### config.mk
export PLATFORM = sky130hd
export DESIGN_NAME = mem_arbiter_n
export DESIGN_NICKNAME = d
export VERILOG_FILES = /design/src/rtl/mem_arbiter_n.sv
export SDC_FILE = /design/constraint.sdc
export NUM_CORES = 1
export LEC_CHECK = 0
export ABC_AREA = 1
export CORE_AREA = 2 2 391 393
export DETAILED_ROUTE_END_ITERATION = 10
export DIE_AREA = 0 0 393 395
export GPL_TIMING_DRIVEN = 0
export PLACE_DENSITY = 0.44
export SYNTH_ARGS = -nofsm -noshare
export SYNTH_HDL_FRONTEND = slang
export SYNTH_SLANG_ARGS = --single-unit
### constraint.sdc
create_clock -name clk -period 5.14 [get_ports clk]
set_clock_uncertainty 0.1 [all_clocks]
set_input_delay 1.542 -clock clk [delete_from_list [all_inputs] [get_ports clk]]
set_output_delay 1.542 -clock clk [all_outputs]
set_load 0.01 [all_outputs]
### src/rtl/mem_arbiter_n.sv
// mem_arbiter_n: N-port line-to-burst memory arbiter.
// Grants one client at a time (round-robin or fixed priority), splits the
// line into BEATS memory beats on a burst port, reassembles read beats
// into a line and pulses a one-hot per-port completion.
module mem_arbiter_n #(
  parameter int NUM_PORTS = 2,
  parameter int LINE_W    = 256,
  parameter int BEAT_W    = 64,
  parameter int ADDR_W    = 32,
  parameter int MODE      = 0
) (
  input  logic                        clk,
  input  logic                        rst,
  input  logic [NUM_PORTS-1:0]        req_read,
  input  logic [NUM_PORTS-1:0]        req_write,
  input  logic [NUM_PORTS*ADDR_W-1:0] req_addr,
  input  logic [NUM_PORTS*LINE_W-1:0] req_wdata,
  output logic [LINE_W-1:0]           req_rdata,
  output logic [NUM_PORTS-1:0]        req_resp,
  output logic                        pmem_read,
  output logic                        pmem_write,
  output logic [ADDR_W-1:0]           pmem_addr,
  output logic [BEAT_W-1:0]           pmem_wdata,
  input  logic [BEAT_W-1:0]           pmem_rdata,
  input  logic                        pmem_resp
);

  localparam int BEATS = LINE_W / BEAT_W;
  localparam int CNT_W = (BEATS > 1) ? $clog2(BEATS) : 1;
  localparam int GNT_W = $clog2(NUM_PORTS);
  localparam logic [CNT_W-1:0]  LAST_BEAT = CNT_W'(BEATS - 1);
  localparam logic [ADDR_W-1:0] LINE_MASK = ~ADDR_W'(LINE_W / 8 - 1);

  typedef enum logic [1:0] {IDLE, BURST, DONE} state_t;

  state_t             state_reg;
  logic [GNT_W-1:0]   grant_reg;
  logic [GNT_W-1:0]   last_grant_reg;
  logic               op_write_reg;
  logic [CNT_W-1:0]   beat_cnt_reg;
  logic [LINE_W-1:0]  line_reg;
  logic [BEAT_W-1:0]  rbuf_reg [BEATS];

  logic [NUM_PORTS-1:0] req_vec;
  logic [GNT_W-1:0]     grant_next;
  logic                 found;
  int                   rr_idx;

  logic [ADDR_W-1:0] port_addr  [NUM_PORTS];
  logic [LINE_W-1:0] port_wdata [NUM_PORTS];
  logic [BEAT_W-1:0] line_beat  [BEATS];
  logic [LINE_W-1:0] merged_line;

  assign req_vec = req_read | req_write;

  // Unpack the flat per-port buses into indexable arrays.
  for (genvar gi = 0; gi < NUM_PORTS; gi++) begin : g_port
    assign port_addr[gi]  = req_addr[gi*ADDR_W +: ADDR_W];
    assign port_wdata[gi] = req_wdata[gi*LINE_W +: LINE_W];
  end

  // Beat view of the latched write line, and the read line with the
  // in-flight beat merged in so the final beat lands in req_rdata directly.
  for (genvar gi = 0; gi < BEATS; gi++) begin : g_beat
    assign line_beat[gi] = line_reg[gi*BEAT_W +: BEAT_W];
    assign merged_line[gi*BEAT_W +: BEAT_W] =
      (beat_cnt_reg == CNT_W'(gi)) ? pmem_rdata : rbuf_reg[gi];
  end

  // Grant selection: rotating search after last_grant, or lowest index.
  always_comb begin
    grant_next = last_grant_reg;
    found      = 1'b0;
    rr_idx     = 0;
    if (MODE == 0) begin
      for (int k = 1; k <= NUM_PORTS; k++) begin
        rr_idx = int'(last_grant_reg) + k;
        if (rr_idx >= NUM_PORTS) rr_idx = rr_idx - NUM_PORTS;
        if (!found && req_vec[GNT_W'(rr_idx)]) begin
          found      = 1'b1;
          grant_next = GNT_W'(rr_idx);
        end
      end
    end else begin
      for (int k = NUM_PORTS - 1; k >= 0; k--) begin
        if (req_vec[GNT_W'(k)]) grant_next = GNT_W'(k);
      end
    end
  end

  // Arbitration / burst FSM with all client and memory outputs registered.
  always_ff @(posedge clk or negedge rst) begin
    if (!rst) begin
      state_reg      <= IDLE;
      grant_reg      <= '0;
      last_grant_reg <= GNT_W'(NUM_PORTS - 1);
      op_write_reg   <= 1'b0;
      beat_cnt_reg   <= '0;
      line_reg       <= '0;
      for (int i = 0; i < BEATS; i++) rbuf_reg[i] <= '0;
      pmem_read      <= 1'b0;
      pmem_write     <= 1'b0;
      pmem_addr      <= '0;
      pmem_wdata     <= '0;
      req_resp       <= '0;
      req_rdata      <= '0;
    end else begin
      case (state_reg)
        IDLE: begin
          if (|req_vec) begin
            // A port asserting both read and write gets the write.
            grant_reg    <= grant_next;
            op_write_reg <= req_write[grant_next];
            pmem_read    <= ~req_write[grant_next];
            pmem_write   <= req_write[grant_next];
            pmem_addr    <= port_addr[grant_next] & LINE_MASK;
            beat_cnt_reg <= '0;
            if (req_write[grant_next]) begin
              line_reg   <= port_wdata[grant_next];
              pmem_wdata <= port_wdata[grant_next][BEAT_W-1:0];
            end else begin
              line_reg   <= '0;
              pmem_wdata <= '0;
            end
            state_reg <= BURST;
          end
        end
        BURST: begin
          if (pmem_resp) begin
            if (!op_write_reg) rbuf_reg[beat_cnt_reg] <= pmem_rdata;
            if (beat_cnt_reg == LAST_BEAT) begin
              pmem_read    <= 1'b0;
              pmem_write   <= 1'b0;
              pmem_wdata   <= '0;
              beat_cnt_reg <= '0;
              req_resp     <= NUM_PORTS'(1) << grant_reg;
              if (!op_write_reg) req_rdata <= merged_line;
              state_reg    <= DONE;
            end else begin
              beat_cnt_reg <= beat_cnt_reg + CNT_W'(1);
              if (op_write_reg) pmem_wdata <= line_beat[beat_cnt_reg + CNT_W'(1)];
            end
          end
        end
        DONE: begin
          req_resp       <= '0;
          last_grant_reg <= grant_reg;
          state_reg      <= IDLE;
        end
        default: state_reg <= IDLE;
      endcase
    end
  end

endmodule

# After elaboration in Yosys (flattened, before gate mapping)
# Cells that the tools add are included.
[classes]
n_addsub = 5
magnitude_cmp = 9
eq_ne = 9
shift = 1
muxes = 50
n_bitwise = 6
reduce_logical = 16
[op_table]
columns = ["cell", "n"]
rows = [
  ["256-bit 2-to-1 mux", 4],
  ["64-bit 2-to-1 mux", 11],
  ["256-bit bitwise mux", 1],
  ["64-bit binary-select mux with 2-bit select", 1],
  ["64-bit demux with 2-bit select", 1],
  ["64-bit case mux with 2 select lines", 1],
  ["32-bit 2-to-1 mux", 3],
  ["2-bit 2-to-1 mux", 8],
  ["1-bit 2-to-1 mux", 15],
  ["2-bit case mux with 2 select lines", 3],
  ["3-bit AND reduction", 4],
  ["4-bit AND reduction", 3],
  ["2-bit equality test, second input constant", 3],
  ["3-bit greater-or-equal comparator, second input constant", 2],
  ["1-bit by 3-bit less-than comparator with 1-bit output, second input constant", 2],
  ["2-bit inequality test, second input constant", 3],
  ["2-bit NOT with 3-bit output", 2],
  ["2-bit by 1-bit equality test with 1-bit output, second input constant", 2],
  ["2-bit greater-or-equal comparator, second input constant", 2],
  ["2-bit zero test", 2],
  ["1-bit case mux with 2 select lines", 2],
  ["2-bit nonzero test", 2],
  ["1-bit by 2-bit adder with 3-bit output, second input constant", 1],
  ["3-bit by 2-bit greater-or-equal comparator with 1-bit output, second input constant", 1],
  ["14 further kinds", 17],
]
[totals]
register_bits = 870
elab_cells = 112

# Logic depth before layout (Yosys ltp)
[depth]
depth_word = 17
ltp_mapped = 12

# Worst setup path after synthesis
# No wires, ideal clock.
[synth_path]
path_kind = "in2reg"
start = "in req_write[0]"
end = "reg line_reg[176]"
setup_ns = 0.116
arrival_ns = 2.445
t_required_ns = 4.924
slack_ns = 2.478
cell_stages = 10
path_cell_list = "nor2_2 -> nand2_1 -> nand3_1 -> nand2_1 -> nand2_1 -> inv_2 -> buf_2 -> buf_2 -> nand2_1 -> nand2_1"
[synth_between]
elab_chain_cells = 12
word_cells_on_any_way = 19
classes_between = "13 x mux; 2 x bitwise; 4 x reduce/logical"
[synth_rtl]
columns = ["element", "line_no", "text"]
rows = [
  ["start: declaration", "15", "input logic [NUM_PORTS-1:0] req_write,"],
  ["2-bit OR", "54", "assign req_vec = req_read | req_write;"],
  ["1-bit 2-to-1 mux (implied by the code) (2 in a row)", "79", "if (!found && req_vec[GNT_W'(rr_idx)]) begin"],
  ["1-bit 2-to-1 mux", "79", ""],
  ["1-bit zero test", "79", ""],
  ["1-bit logical AND", "79", ""],
  ["1-bit 2-to-1 mux", "79", ""],
  ["1-bit NOT with 2-bit output (implied by the code)", "119", "line_reg <= port_wdata[grant_next];"],
  ["256-bit 2-to-1 mux (3 in a row)", "--", ""],
  ["256-bit 2-to-1 mux", "118", "if (req_write[grant_next]) begin"],
  ["end signal: assignment", "119", ""],
  ["end: declaration", "41", "logic [LINE_W-1:0] line_reg;"],
]
# Parallel ways exist; a longest one is shown, timed or not. The select of a mux whose other input is x is not followed.
# A chain may end at the register's enable or synchronous reset.

# Worst setup path in the final report
[layout_path]
start = "reg beat_cnt_reg[0]"
end = "reg req_rdata[0]"
[layout_between]
elab_chain_cells = 2
word_cells_on_any_way = 4
classes_between = "1 x eq/ne; 1 x mux; 2 x reduce/logical"
[layout_rtl]
columns = ["element", "line_no", "text"]
rows = [
  ["start: declaration", "40", "logic [CNT_W-1:0] beat_cnt_reg;"],
  ["start signal: assignment", "140", "beat_cnt_reg <= beat_cnt_reg + CNT_W'(1);"],
  ["2-bit equality test or 2-bit zero test (tied branches)", "131, 67", ""],
  ["4-bit AND reduction (no line) or 64-bit 2-to-1 mux (tied branches)", "--", ""],
  ["end signal: assignment", "137", "if (!op_write_reg) req_rdata <= merged_line;"],
  ["end: declaration", "18", "output logic [LINE_W-1:0] req_rdata,"],
]
# Parallel ways exist; a longest one is shown, timed or not.

==> flow_metrics.tcl <==
set metrics [dict create \
    die-area_um2 155200 \
    hpwlAfterDp_um 158100 \
    pwr-share-seq_pct 30.0 \
    worstHoldStart "req_rdata[40]$_DFFE_PN0P_" \
    yosys.area.top_type_share_pct 51.56 \
    startpoint "beat_cnt_reg[0]$_DFFE_PN0P_" \
    drc 0 \
    ys.flop_type "dfrtp_1" \
    setup_viol 0 \
    combPwrFrac_pct 49.2 \
    area_delta_synth_final_pct 41.03 \
    nFillCells 16050 \
    synth_edf_count 0 \
    switchingPower_w 0.01545 \
    ys_top_cells_by_area "dfrtp_1 (52%), nand2_1 (22%), o21ai_2 (5.1%), nand3_1 (4.2%), o21ai_0 (3.9%)" \
    pre_cts_ws_ns 0.6479 \
    ctsLongestPathBuffers 3 \
    pin_count 1003 \
    synthCells 5004 \
    p_leak_nw 26.07 \
    syn_area_per_cell_um2 7.807 \
    post_cts_resized 0 \
    grtUsageMet3_pct 5.468 \
    synthArstFlopShare_pct 100.0 \
    dr.first_iter.drc_count 2760 \
    first_global_vias 38090 \
    antenna_found_initial 35 \
    clk-insertion-delay-late_ns 0.72 \
    synth_cell_type_count 26 \
    fin_tns_setup_ns 0 \
    p_per_area_nw_per_um2 635.6 \
    ys_seq_elements 806 \
    grt-busiest-layer "met2" \
    r2r-start "beat_cnt_reg[0]$_DFFE_PN0P_" \
    grt_pass1_wl_um 280000 \
    start_util_pct 25.84 \
    drive_above_1_share_pct 11.18 \
    wl_per_cell_um 24.28 \
    finalMaxSlewViolations 0 \
    drt_first_pass_iters 7 \
    grt_start_max_net_pins 111 \
    layout_common_cells "nand2_1 (2310), clkdlybuf4s50_1 (986), dfrtp_1 (805), nand3_1 (326), o21ai_0 (303)" \
    ir_worst_vdd_uv 270.1 \
    overflow 0 \
    cts_htree_levels 3 \
    gp_congestion 0.8769 \
    cts_hold_buffers 0 \
    hold-path-endpoint "req_rdata[40]$_DFFE_PN0P_" \
    fin_util_pct 36.44 \
    min_delay_path_depth 2 \
    mostFrequentLayoutCell "nand2_1" \
    numCtsBuffers 97 \
    layout.nets 6753 \
    endpoint_kind "flip-flop" \
    clk_pin_slew_ns 0.06 \
    hold_viol 0 \
    fp.coreArea_um2 151200 \
    crit_arrival_ns 4.58 \
    rrSetupSlack_ns 1.11 \
    via_per_inst 4.630 \
    max_freq_mhz 248.3 \
    clockRootBuffer "clkbuf_16" \
    register_area_um2 20170 \
    yosys_warnings 0 \
    rows 143 \
    relSlewSlack_pct 11.59 \
    synth_area_um2 39070 \
    cp-start-kind "flip-flop" \
    max_slew.worst_pin.slew_ns 1.326 \
    power.share.clock_pct 20.8 \
    num_vias 38060 \
    multi_input_area_um2 16580 \
    final.setup.worst_slack_ns 1.113 \
    cts_tree "yes" \
    die_w_um 393 \
    internal_power_w 0.01957 \
    maxCapViolations 0 \
    p_sw_share_pct 44.11 \
    routed_wl_um 199600 \
    period_minus_slack_ns 4.027 \
    use_met1_pct 29.95 \
    rr_worst_depth 9 \
    die_h_um 395 \
    p_total_w 0.03502 \
    clock_sinks 806 \
    worstSetupPathType "flip-flop to flip-flop" \
    crit_required_ns 5.69 \
    hold_class "flip-flop to flip-flop" \
    cts_setup_buffers 0 \
    synth-seq-area-share_pct 51.63 \
    io_buffer_count 987 \
    path_max_fanout 11 \
    outcome "complete, no violations" \
    synth_area_leader_cell "dfrtp_1" \
    grt.total_usage_pct 25.11 \
    rsz0062_at_grt "false" \
    drtAntennaViolNets 0 \
    r2r-end "req_rdata[0]$_DFFE_PN0P_" \
    grt_util_met2_pct 45.07 \
    finalCritPeriodShare_pct 78.35 \
]
[worst max-delay path by stage]
stage               cells past startpoint                   endpoint  slack [ns]
finish                                  9   req_rdata[0]$_DFFE_PN0P_        1.11
detailed placement                      6  line_reg[156]$_DFFE_PN0P_        0.65
global route                            9   req_rdata[0]$_DFFE_PN0P_        0.89
floorplan                              10  line_reg[176]$_DFFE_PN0P_        2.48
CTS                                     9   req_rdata[0]$_DFFE_PN0P_        0.96
global placement                        1  line_reg[156]$_DFFE_PN0P_      -38.23
[logic make-up (layout without fill, tap and decap cells)]
| group | Yosys count | after routing | share of synthesized area (%) |
|---|---|---|---|
| and+or+nand+nor | 2915 | 2915 | 29.46 |
| buffers and inverters | 449 | 1621 | 5.970 |
| adders and majority gates | 4 | 4 | 0.1281 |
| DFF | 806 | 806 | 51.63 |
| other | 1 | 15 | 0.009599 |
| AOI/OAI and AO/OA | 829 | 829 | 12.80 |
[power by group through the flow]
stage / Combinational [W] / Clock, W / Sequential, W
after floorplan: 0.00833 / 0 / 0.0109
after global placement: 0.0174 / 0 / 0.0106
after detailed placement: 0.0175 / 0 / 0.0106
after CTS: 0.0175 / 0.00746 / 0.0105
after global routing: 0.0189 / 0.00772 / 0.0108
final: 0.0172 / 0.00729 / 0.0105
[through the flow]
step / area, um2 / hold slack (ns) / instances
finish: 55100 / 0.3772 / 8220
floorplan: 39080 / 0.3478 / 5008
CTS: 55070 / 0.3808 / 8210
detailed placement: 51730 / 0.3656 / 8033
global route: 55080 / 0.3906 / 8215
global placement: 51500 / 0.3603 / 8025
[synth_stat cells, types with 24 or more instances]
cell type and number:
nand2_1 2310, buf_6 53, inv_1 75, nand2_2 49, clkbuf_1 99, nor2_1 223
o21ai_2 226, dfrtp_1 805, buf_2 184, o21ai_0 303, o21ai_1 169, a21oi_1 129
buf_1 24, nand3_1 326
[worst max-delay path, stage by stage (launching register included)]
cell	delay (ns)
dfrtp_1	0.47
clkinv_1	0.19
buf_2	0.41
clkbuf_1	0.64
ha_1	0.45
buf_2	0.35
buf_2	0.33
clkbuf_1	0.45
o21ai_0	0.37
o21ai_2	0.21
[final cells by class]
type | instances | share of cell area [%]
sequential | 806 | 36.61
multi-input combinational | 3753 | 30.09
timing repair buffer | 995 | 18.34
clock buffer | 149 | 5.216
tap | 2030 | 4.610
buffer | 365 | 3.661
clock inverter | 28 | 0.8539
inverter | 84 | 0.5723
antenna | 10 | 0.04542
[per-layer routing]
layer  wire [um]  part of all wire (%)  vias to the layer above
li1            -                     -                    18170
met1       79070                    40                    18470
met3       13420                   6.7                      229
met2      101700                    51                     1176
met5          92                 0.046                        -
met4        5304                   2.7                       14
No activity file was read; power rests on OpenSTA's default activity.
